==> config.mk <==
export PLATFORM = sky130hd
export DESIGN_NAME = div_unit
export DESIGN_NICKNAME = d
export VERILOG_FILES = /design/src/rtl/div_unit_pkg.sv /design/src/rtl/div_unit_step.sv /design/src/rtl/div_unit.sv
export SDC_FILE = /design/constraint.sdc
export NUM_CORES = 1
export LEC_CHECK = 0
export ABC_CLOCK_PERIOD_IN_PS = 7000
export CORE_UTILIZATION = 50
export DETAILED_ROUTE_END_ITERATION = 16
export PLACE_DENSITY_LB_ADDON = 0.2
export SKIP_CTS_REPAIR_TIMING = 1
export SLEW_MARGIN = 30
export SYNTH_ARGS = -nofsm -noshare
export SYNTH_HDL_FRONTEND = slang
export SYNTH_SLANG_ARGS = --single-unit
==> constraint.sdc <==
create_clock -name aclk -period 7 [get_ports aclk]
set_clock_uncertainty 0.2 [all_clocks]
set_input_delay 1.05 -clock aclk [delete_from_list [all_inputs] [get_ports aclk]]
set_output_delay 1.05 -clock aclk [all_outputs]
set_load 0.03 [all_outputs]
==> src/rtl/div_unit_pkg.sv <==
// Shared CPU definitions: ALU control codes and divider state encoding.
package cpuDefine;

    localparam int DIV_W = 32;

    typedef enum logic [4:0] {
        ALU_ADD  = 5'd0,
        ALU_SUB  = 5'd1,
        ALU_SLT  = 5'd2,
        ALU_SLTU = 5'd3,
        ALU_AND  = 5'd4,
        ALU_OR   = 5'd5,
        ALU_XOR  = 5'd6,
        ALU_NOR  = 5'd7,
        ALU_SLL  = 5'd8,
        ALU_SRL  = 5'd9,
        ALU_SRA  = 5'd10,
        ALU_LUI  = 5'd11,
        ALU_MUL  = 5'd12,
        ALU_MULH = 5'd13,
        ALU_MULHU = 5'd14,
        ALU_DIV  = 5'd15,
        ALU_MOD  = 5'd16,
        ALU_DIVU = 5'd17,
        ALU_MODU = 5'd18
    } AluCtrl;

    typedef enum logic [1:0] {
        IDLE = 2'd0,
        CALC = 2'd1,
        DONE = 2'd2
    } DivState;

    function automatic logic [DIV_W-1:0] neg_if(input logic en,
                                                input logic [DIV_W-1:0] x);
        return en ? (~x + 1'b1) : x;
    endfunction

endpackage

==> src/rtl/div_unit_step.sv <==
// One restoring radix-2 division step: shift in a dividend bit, trial subtract.
module div_step #(
    parameter int WIDTH = 32
) (
    input  logic [WIDTH-1:0] rem_i,
    input  logic             bit_i,
    input  logic [WIDTH-1:0] dvs_i,
    output logic [WIDTH-1:0] rem_o,
    output logic             q_o
);

    logic [WIDTH:0] shifted;
    logic [WIDTH:0] diff;

    // Remainder stays below the divisor, so the shifted value fits WIDTH+1 bits
    assign shifted = {rem_i, bit_i};
    assign diff    = shifted - {1'b0, dvs_i};

    always_comb begin
        q_o   = ~diff[WIDTH];
        rem_o = q_o ? diff[WIDTH-1:0] : shifted[WIDTH-1:0];
    end

endmodule

==> src/rtl/div_unit.sv <==
// Multi-cycle restoring divider for DIV/MOD/DIVU/MODU with start/busy/done.
// Optional DIV_EARLY_OUT_EN: skip CALC when the quotient is trivially zero or divisor is 0.
module div_unit
    import cpuDefine::*;
#(
    parameter int WIDTH = 32
) (
    input  logic             aclk,
    input  logic             areset,
    input  logic             start_i,
    input  logic [4:0]       op_i,
    input  logic [WIDTH-1:0] src1_i,
    input  logic [WIDTH-1:0] src2_i,
    input  logic             flush_i,
    output logic             busy_o,
    output logic             done_o,
    output logic [WIDTH-1:0] result_o
);

    localparam int CW = $clog2(WIDTH);

    DivState state, state_n;

    logic [4:0]       op_q;
    logic [WIDTH-1:0] dvd, dvs, rem, src1_q;
    logic             q_neg, r_neg, dz;
    logic [CW-1:0]    cnt;

    logic             div_op, sgn_op, accept, dz_i, early;
    logic [WIDTH-1:0] mag1, mag2;
    logic [WIDTH-1:0] st_rem, quo, qf, rf, fixed;
    logic             st_q, rem_op_q;

    assign div_op = (op_i == ALU_DIV) || (op_i == ALU_MOD) ||
                    (op_i == ALU_DIVU) || (op_i == ALU_MODU);
    assign sgn_op = (op_i == ALU_DIV) || (op_i == ALU_MOD);
    assign accept = start_i && div_op && !flush_i &&
                    (state == IDLE || state == DONE);
    assign dz_i   = (src2_i == '0);
    assign mag1   = neg_if(sgn_op && src1_i[WIDTH-1], src1_i);
    assign mag2   = neg_if(sgn_op && src2_i[WIDTH-1], src2_i);

`ifdef DIV_EARLY_OUT_EN
    logic rem_op_i;
    assign rem_op_i = (op_i == ALU_MOD) || (op_i == ALU_MODU);
    assign early    = dz_i || (mag2 > mag1);
`else
    assign early    = 1'b0;
`endif

    div_step #(.WIDTH(WIDTH)) u_step (
        .rem_i (rem),
        .bit_i (dvd[WIDTH-1]),
        .dvs_i (dvs),
        .rem_o (st_rem),
        .q_o   (st_q)
    );

    assign rem_op_q = (op_q == ALU_MOD) || (op_q == ALU_MODU);
    assign quo      = {dvd[WIDTH-2:0], st_q};
    assign qf       = dz ? '1 : neg_if(q_neg, quo);
    assign rf       = dz ? src1_q : neg_if(r_neg, st_rem);
    assign fixed    = rem_op_q ? rf : qf;

    assign busy_o = (state == CALC);
    assign done_o = (state == DONE);

    always_comb begin
        state_n = state;
        unique case (state)
            IDLE: if (accept) state_n = early ? DONE : CALC;
            CALC: if (cnt == '0) state_n = DONE;
            DONE: state_n = accept ? (early ? DONE : CALC) : IDLE;
            default: state_n = IDLE;
        endcase
        if (flush_i) state_n = IDLE;
    end

    always_ff @(posedge aclk or posedge areset) begin
        if (areset) begin
            state    <= IDLE;
            op_q     <= '0;
            dvd      <= '0;
            dvs      <= '0;
            rem      <= '0;
            src1_q   <= '0;
            q_neg    <= 1'b0;
            r_neg    <= 1'b0;
            dz       <= 1'b0;
            cnt      <= '0;
            result_o <= '0;
        end else begin
            state <= state_n;
            if (accept) begin
                op_q   <= op_i;
                dvd    <= mag1;
                dvs    <= mag2;
                rem    <= '0;
                src1_q <= src1_i;
                q_neg  <= sgn_op && (src1_i[WIDTH-1] ^ src2_i[WIDTH-1]);
                r_neg  <= sgn_op && src1_i[WIDTH-1];
                dz     <= dz_i;
                cnt    <= CW'(WIDTH - 1);
`ifdef DIV_EARLY_OUT_EN
                if (early)
                    result_o <= rem_op_i ? src1_i : (dz_i ? '1 : '0);
`endif
            end else if (state == CALC && !flush_i) begin
                rem <= st_rem;
                dvd <= quo;
                cnt <= cnt - 1'b1;
                if (cnt == '0) result_o <= fixed;
            end
        end
    end

endmodule

# Word-level counts from Yosys, hierarchy flattened
# Index checks and enable logic that the tools add are counted.
[classes]
n_eq_ne = 10
div_mod_pow = 0
bitwise_logic = 7
n_shift = 0
reduce_logical = 19
order_cmp = 0
multipliers = 0
addsub = 6
muxes = 19
[op_table]
columns = ["operator", "n"]
rows = [
  ["$mux 32", 12],
  ["$add 32x1->32 const B", 4],
  ["$not 32->32", 4],
  ["$sub 33x32->33", 1],
  ["$logic_not 32->1", 1],
  ["$eq 5x5->1 const B", 5],
  ["$mux 5", 2],
  ["$logic_and 1x1->1", 7],
  ["$mux 2", 3],
  ["$pmux 2 s3", 1],
  ["$eq 5x4->1 const B", 1],
  ["$logic_not 5->1", 1],
  ["$logic_or 1x1->1", 5],
  ["$sub 5x1->5 const B", 1],
  ["$ne 3x2->1 const B", 1],
  ["$ne 3x3->1 const B", 1],
  ["$reduce_and 3->1", 1],
  ["$eq 2x1->1 const B", 1],
  ["$eq 2x2->1 const B", 1],
  ["$logic_not 2->1", 1],
  ["$not 1->1", 2],
  ["$reduce_and 2->1", 1],
  ["$reduce_bool 2->1", 1],
  ["$logic_not 1->1", 1],
  ["other kinds (2)", 2],
]
[word_totals]
rom_bits = 0
word_cells = 72
reg_bits = 175
latchBits = 0
ram_bits = 0
output_inout_bits = 34
mem_count = 0
inputBits = 73

# Depth between registers and ports, before layout
[logic_depth]
depth_word = 10
ltp_mapped = 24
mapped_depth_nobuf = 22

# Hierarchy
# A second synthesis with hierarchy kept.
[hier_totals]
cells_unflattened = 1529
area_unflattened_um2 = 12416.9
[modules_own_cells]
columns = ["mod", "seq_area_each_um2", "cells_each", "area_per_inst_um2", "n_inst"]
rows = [
  ["div_unit", 4354.2, 1218, 10161.0, 1],
  ["div_step", 0.0, 311, 2255.9, 1],
]

# Worst setup path before layout
# Ideal clock, no wire load.
[synth_path]
kind = "reg-to-reg"
startpoint = "register dvd[31]"
endpoint = "register result_o[30]"
stages_incl_launch_ff = 25
period_less_slack_ps = 5300
path_buffers = 3
setup_time_ps = 142
arrival_time_ps = 4957
slack_ps = 1700
required_time_ps = 6658
cell_sequence = "dfrtp_1 > inv_1 > ha_1 > fa_1 > nand2b_1 > a211oi_2 > o21ai_1 > a21boi_1 > nor3_2 > nor2_1 > inv_2 > buf_2 > buf_1 > buf_1 > a21oi_1 > ha_1 > inv_1 > nor2_1 > nand4_1 > nor2_1 > nand4b_1 > a2111o_1 > o41ai_1 > xnor2_1 > o221ai_1"
[synth_via]
elab_chain_cells = 7
word_cells_on_any_way = 12
cone_classes = "3 x add/sub; 6 x mux; 3 x bitwise"
[synth_rtl]
columns = ["item", "line_no", "rtl"]
rows = [
  ["start, declared", "div_unit.sv:25", "logic [WIDTH-1:0] dvd, dvs, rem, src1_q;"],
  ["start signal, assigned", "div_unit.sv:96", "dvd <= mag1;"],
  ["start signal, assigned", "div_unit.sv:110", "dvd <= quo;"],
  ["$sub 33x32->33", "div_unit_step.sv:17", "assign diff = shifted - {1'b0, dvs_i};"],
  ["$mux 32 or $not 1->1 (tied branches)", "div_unit_step.sv:21, div_unit_step.sv:20", ""],
  ["$not 32->32", "div_unit_pkg.sv:36", "return en ? (~x + 1'b1) : x;"],
  ["$add 32x1->32", "div_unit_pkg.sv:36", ""],
  ["$mux 32", "div_unit_pkg.sv:36", ""],
  ["$mux 32, on equally long branches", "div_unit.sv:62, div_unit.sv:61", ""],
  ["$mux 32 (*)", "div_unit.sv:63", "assign fixed = rem_op_q ? rf : qf;"],
  ["end signal, assigned", "div_unit.sv:112", "if (cnt == '0) result_o <= fixed;"],
  ["end, declared", "div_unit.sv:17", "output logic [WIDTH-1:0] result_o"],
]
# Mark *: on every way between the ends. The rest lies on a longest branch, timed or not.
# A chain may end at the register's enable or synchronous reset.

# Worst setup path in the final report
# Ends and elaborated chain as after synthesis.

==> results.tsv <==
stage	metric	value	unit
global_route	grt_usage	32.9	%
min_path	min_from	result_o[11]	
setup_path	crit_type	flip-flop to flip-flop	
setup_path	worstPathArrival	5.73	ns
clocking	cts_buffers	17	
logic_synthesis	synth_edf_count	0	
clocking	clkSinkCount	174	
setup_path	cp-end-kind	flip-flop	
sta	hold_violations	0	
logic_synthesis	yosysWarnings	0	
placement	place_congestion	0.937	
global_route	antenna_found_initial	2	
clocking	clk_pin_slew	0.08	ns
die	dieArea	26500	um2
placement	dp.cells	2009	
sta	fin_crit_sh	80.3	%
sta	worstMarginPinSlew	1.02	ns
clocking	insertion_delay	0.45	ns
die	dieWidth	163	um
sta	setup_ws	1.38	ns
logic_synthesis	syn_avg_cell_area	7.81	um2
logic_synthesis	synth.yosys.seq_area_share	33.7	%
finish	layout-drive-gt1-share	4.56	%
die	io_pins	107	
drt	totalWireLength	42.5	mm
logic_synthesis	yosys-top-cells-area	dfrtp_1, nand2_1, o21ai_0	
outcome	status	finished, final reports clean	
clocking	cts_tree	yes	
logic_synthesis	synth-seq-cells	174	
run	cap_viol_max_count	0	
finish	fin_cells	2040	
drt	vias	12905	
logic_synthesis	netlist_instances	1654	
logic_synthesis	yosys.area.top_type	dfrtp_1	
die	initial_core_util	51.2	%
pwr	p_per_area	268	nW/um2
drt	wl_per_cell	20.8	um
finish	n_antenna_cell	0	
pwr	ir_drop	140	uV
setup_path	r2r_slack	1.38	ns
global_route	grt_first_pass_wirelength	67.5	mm
sta	rsz0062_at_grt	false	
finish	area_growth	14.2	%
placement	place.port_buffers	106	
clocking	h-tree-depth	4	
logic_synthesis	async_flop_share	100	%
die	die_h	163	um
finish	design_area	14800	um2
setup_path	r2r-start	dvd[31]	
die	core-area	25300	um2
finish	postLayoutCoreUtil	58.5	%
sta	slew_headroom	31.8	%
placement	place_ws	1.54	ns
setup_path	start_kind	flip-flop	
sta	slew_violations	0	
drt	drc	0	
setup_path	critPathMaxFanout	16	
min_path	min_path_type	flip-flop to flip-flop	
global_route	grt_pass1_vias	11897	
drt	postRouteAntennaNets	0	
logic_synthesis	netlist_area	12900	um2
pwr	power_leakage	0.00629	uW
placement	dpl_cell_area	14200	um2
logic_synthesis	netlist_top_cells_count	nand2_1, o21ai_0, dfrtp_1	
setup_path	r2r-end	result_o[30]	
min_path	min_delay_worst_endpoint	result_o[11]	
sta	setup_viol	0	
sta	fmax	178	MHz
drt	first_iter_violations	1365	
placement	hpwl	31.5	mm
clocking	root_buffer	clkbuf_16	
setup_path	r2r.worst_path.cells	21	
global_route	grt_max_degree	187	
drt	via_per_inst	6.33	
die	num_rows	58	
global_route	overflow	0	
drt	dr.pass1.iters	6	
logic_synthesis	synth_top_area_share	33.7	%
setup_path	worstPathRequired	7.10	ns
logic_synthesis	syn-num-nets	1766	
finish	final_nets	1810	
min_path	whs_path_depth	2	
logic_synthesis	yosys.cell_count.top_type	nand2_1	
sta	fin_tns_setup	0	ns
logic_synthesis	yosys.cell_types.count	76	
logic_synthesis	synth-main-ff-cell	dfrtp_1	
sta	min_period	5.62	ns
clocking	cts_buffer_depth	2	
[report_power, final]
part	internal [uW]	total (uW)	switching, uW
sequential	1200	1420	222
clock	475	960	486
combinational	596	1570	969
[layout by cell type, fill, tap and decap left out, drive strengths merged, types with 5 or more instances in the layout]
master / n
and3: 7
clkbuf: 17
o21ai: 182
nand2: 283
dfrtp: 174
nand2b: 16
o31ai: 32
a211oi: 13
xor2: 57
or4: 13
o22ai: 9
a31oi: 41
nor3: 39
nor4: 17
o31a: 8
a21o: 14
ha: 38
or2: 7
a22oi: 12
clkinv: 5
nand4: 17
o211ai: 13
inv: 64
a21boi: 5
o221ai: 5
o41ai: 16
nor2: 114
o211a: 6
buf: 18
o21a: 16
nand3: 59
and2: 7
clkdlybuf4s50: 106
o2111ai: 6
mux2i: 29
nor2b: 6
or3: 28
xnor2: 66
a21oi: 88
[how the worst max path moves through the flow]
stage             from      endpoint  cells past startpoint
6_report       dvd[31]  result_o[30]                     21
3_3_place_gp   dvd[31]  result_o[30]                     21
5_1_grt        dvd[31]  result_o[30]                     21
4_1_cts        dvd[31]  result_o[30]                     21
3_5_place_dp   dvd[31]  result_o[30]                     21
2_1_floorplan   areset        cnt[0]                      1
[stage by stage]
stage | hold WS [ns] | power (uW)
4_1_cts | 0.280 | 3920
2_1_floorplan | 0.237 | 2460
5_1_grt | 0.302 | 4180
3_3_place_gp | 0.252 | 2940
6_report | 0.281 | 3950
3_5_place_dp | 0.261 | 2960
[final cells by class]
class | instances | area, um2
Fill cell | 2385 | 10500
Multi-Input combinational cell | 1323 | 7990
Sequential cell | 174 | 4350
Timing Repair Buffer | 124 | 1210
Clock buffer | 17 | 425
Tap cell | 330 | 413
Inverter | 58 | 223
Clock inverter | 14 | 151
[metal layers]
metal  global-route usage [%]  up-vias  wire (um)
met1                     48.6     6121      19000
met5                        0        -          0
met3                     5.58       86       3770
li1                         -     6045          -
met4                     10.7        0       1240
met2                     48.4      653      18500
[logic make-up after synthesis]
family	count (synthesis)	synth area share, %
flops	174	33.7
mux	32	2.51
fa+ha+maj	39	3.83
simple gates	626	22.1
xor+xnor	123	8.34
compound gates	503	24.7
buf+inv	157	4.79
[registers in the layout, summed over array words and instances (netlist names)]
| register | count |
|---|---|
| cnt | 5 |
| dvd | 32 |
| dvs | 32 |
| dz | 1 |
| op_q | 4 |
| q_neg | 1 |
| r_neg | 1 |
| rem | 32 |
| result_o | 32 |
| src1_q | 32 |
| state | 2 |
[worst max-delay path, cell delays in order (launching register included)]
cell	delay, ns
dfrtp_1	0.41
inv_1	0.08
ha_1	0.21
fa_1	0.43
nand2b_1	0.21
a211oi_2	0.40
o21ai_1	0.24
a21boi_1	0.35
o21a_1	0.24
buf_4	0.25
nor3_1	0.08
a21oi_1	0.27
ha_1	0.22
inv_1	0.07
nor2_1	0.14
nand4_1	0.14
nor2_1	0.20
nand4b_1	0.17
a2111o_1	0.48
o41ai_1	0.40
xnor2_1	0.18
o221ai_1	0.14
(Power assumes the default switching activity.)
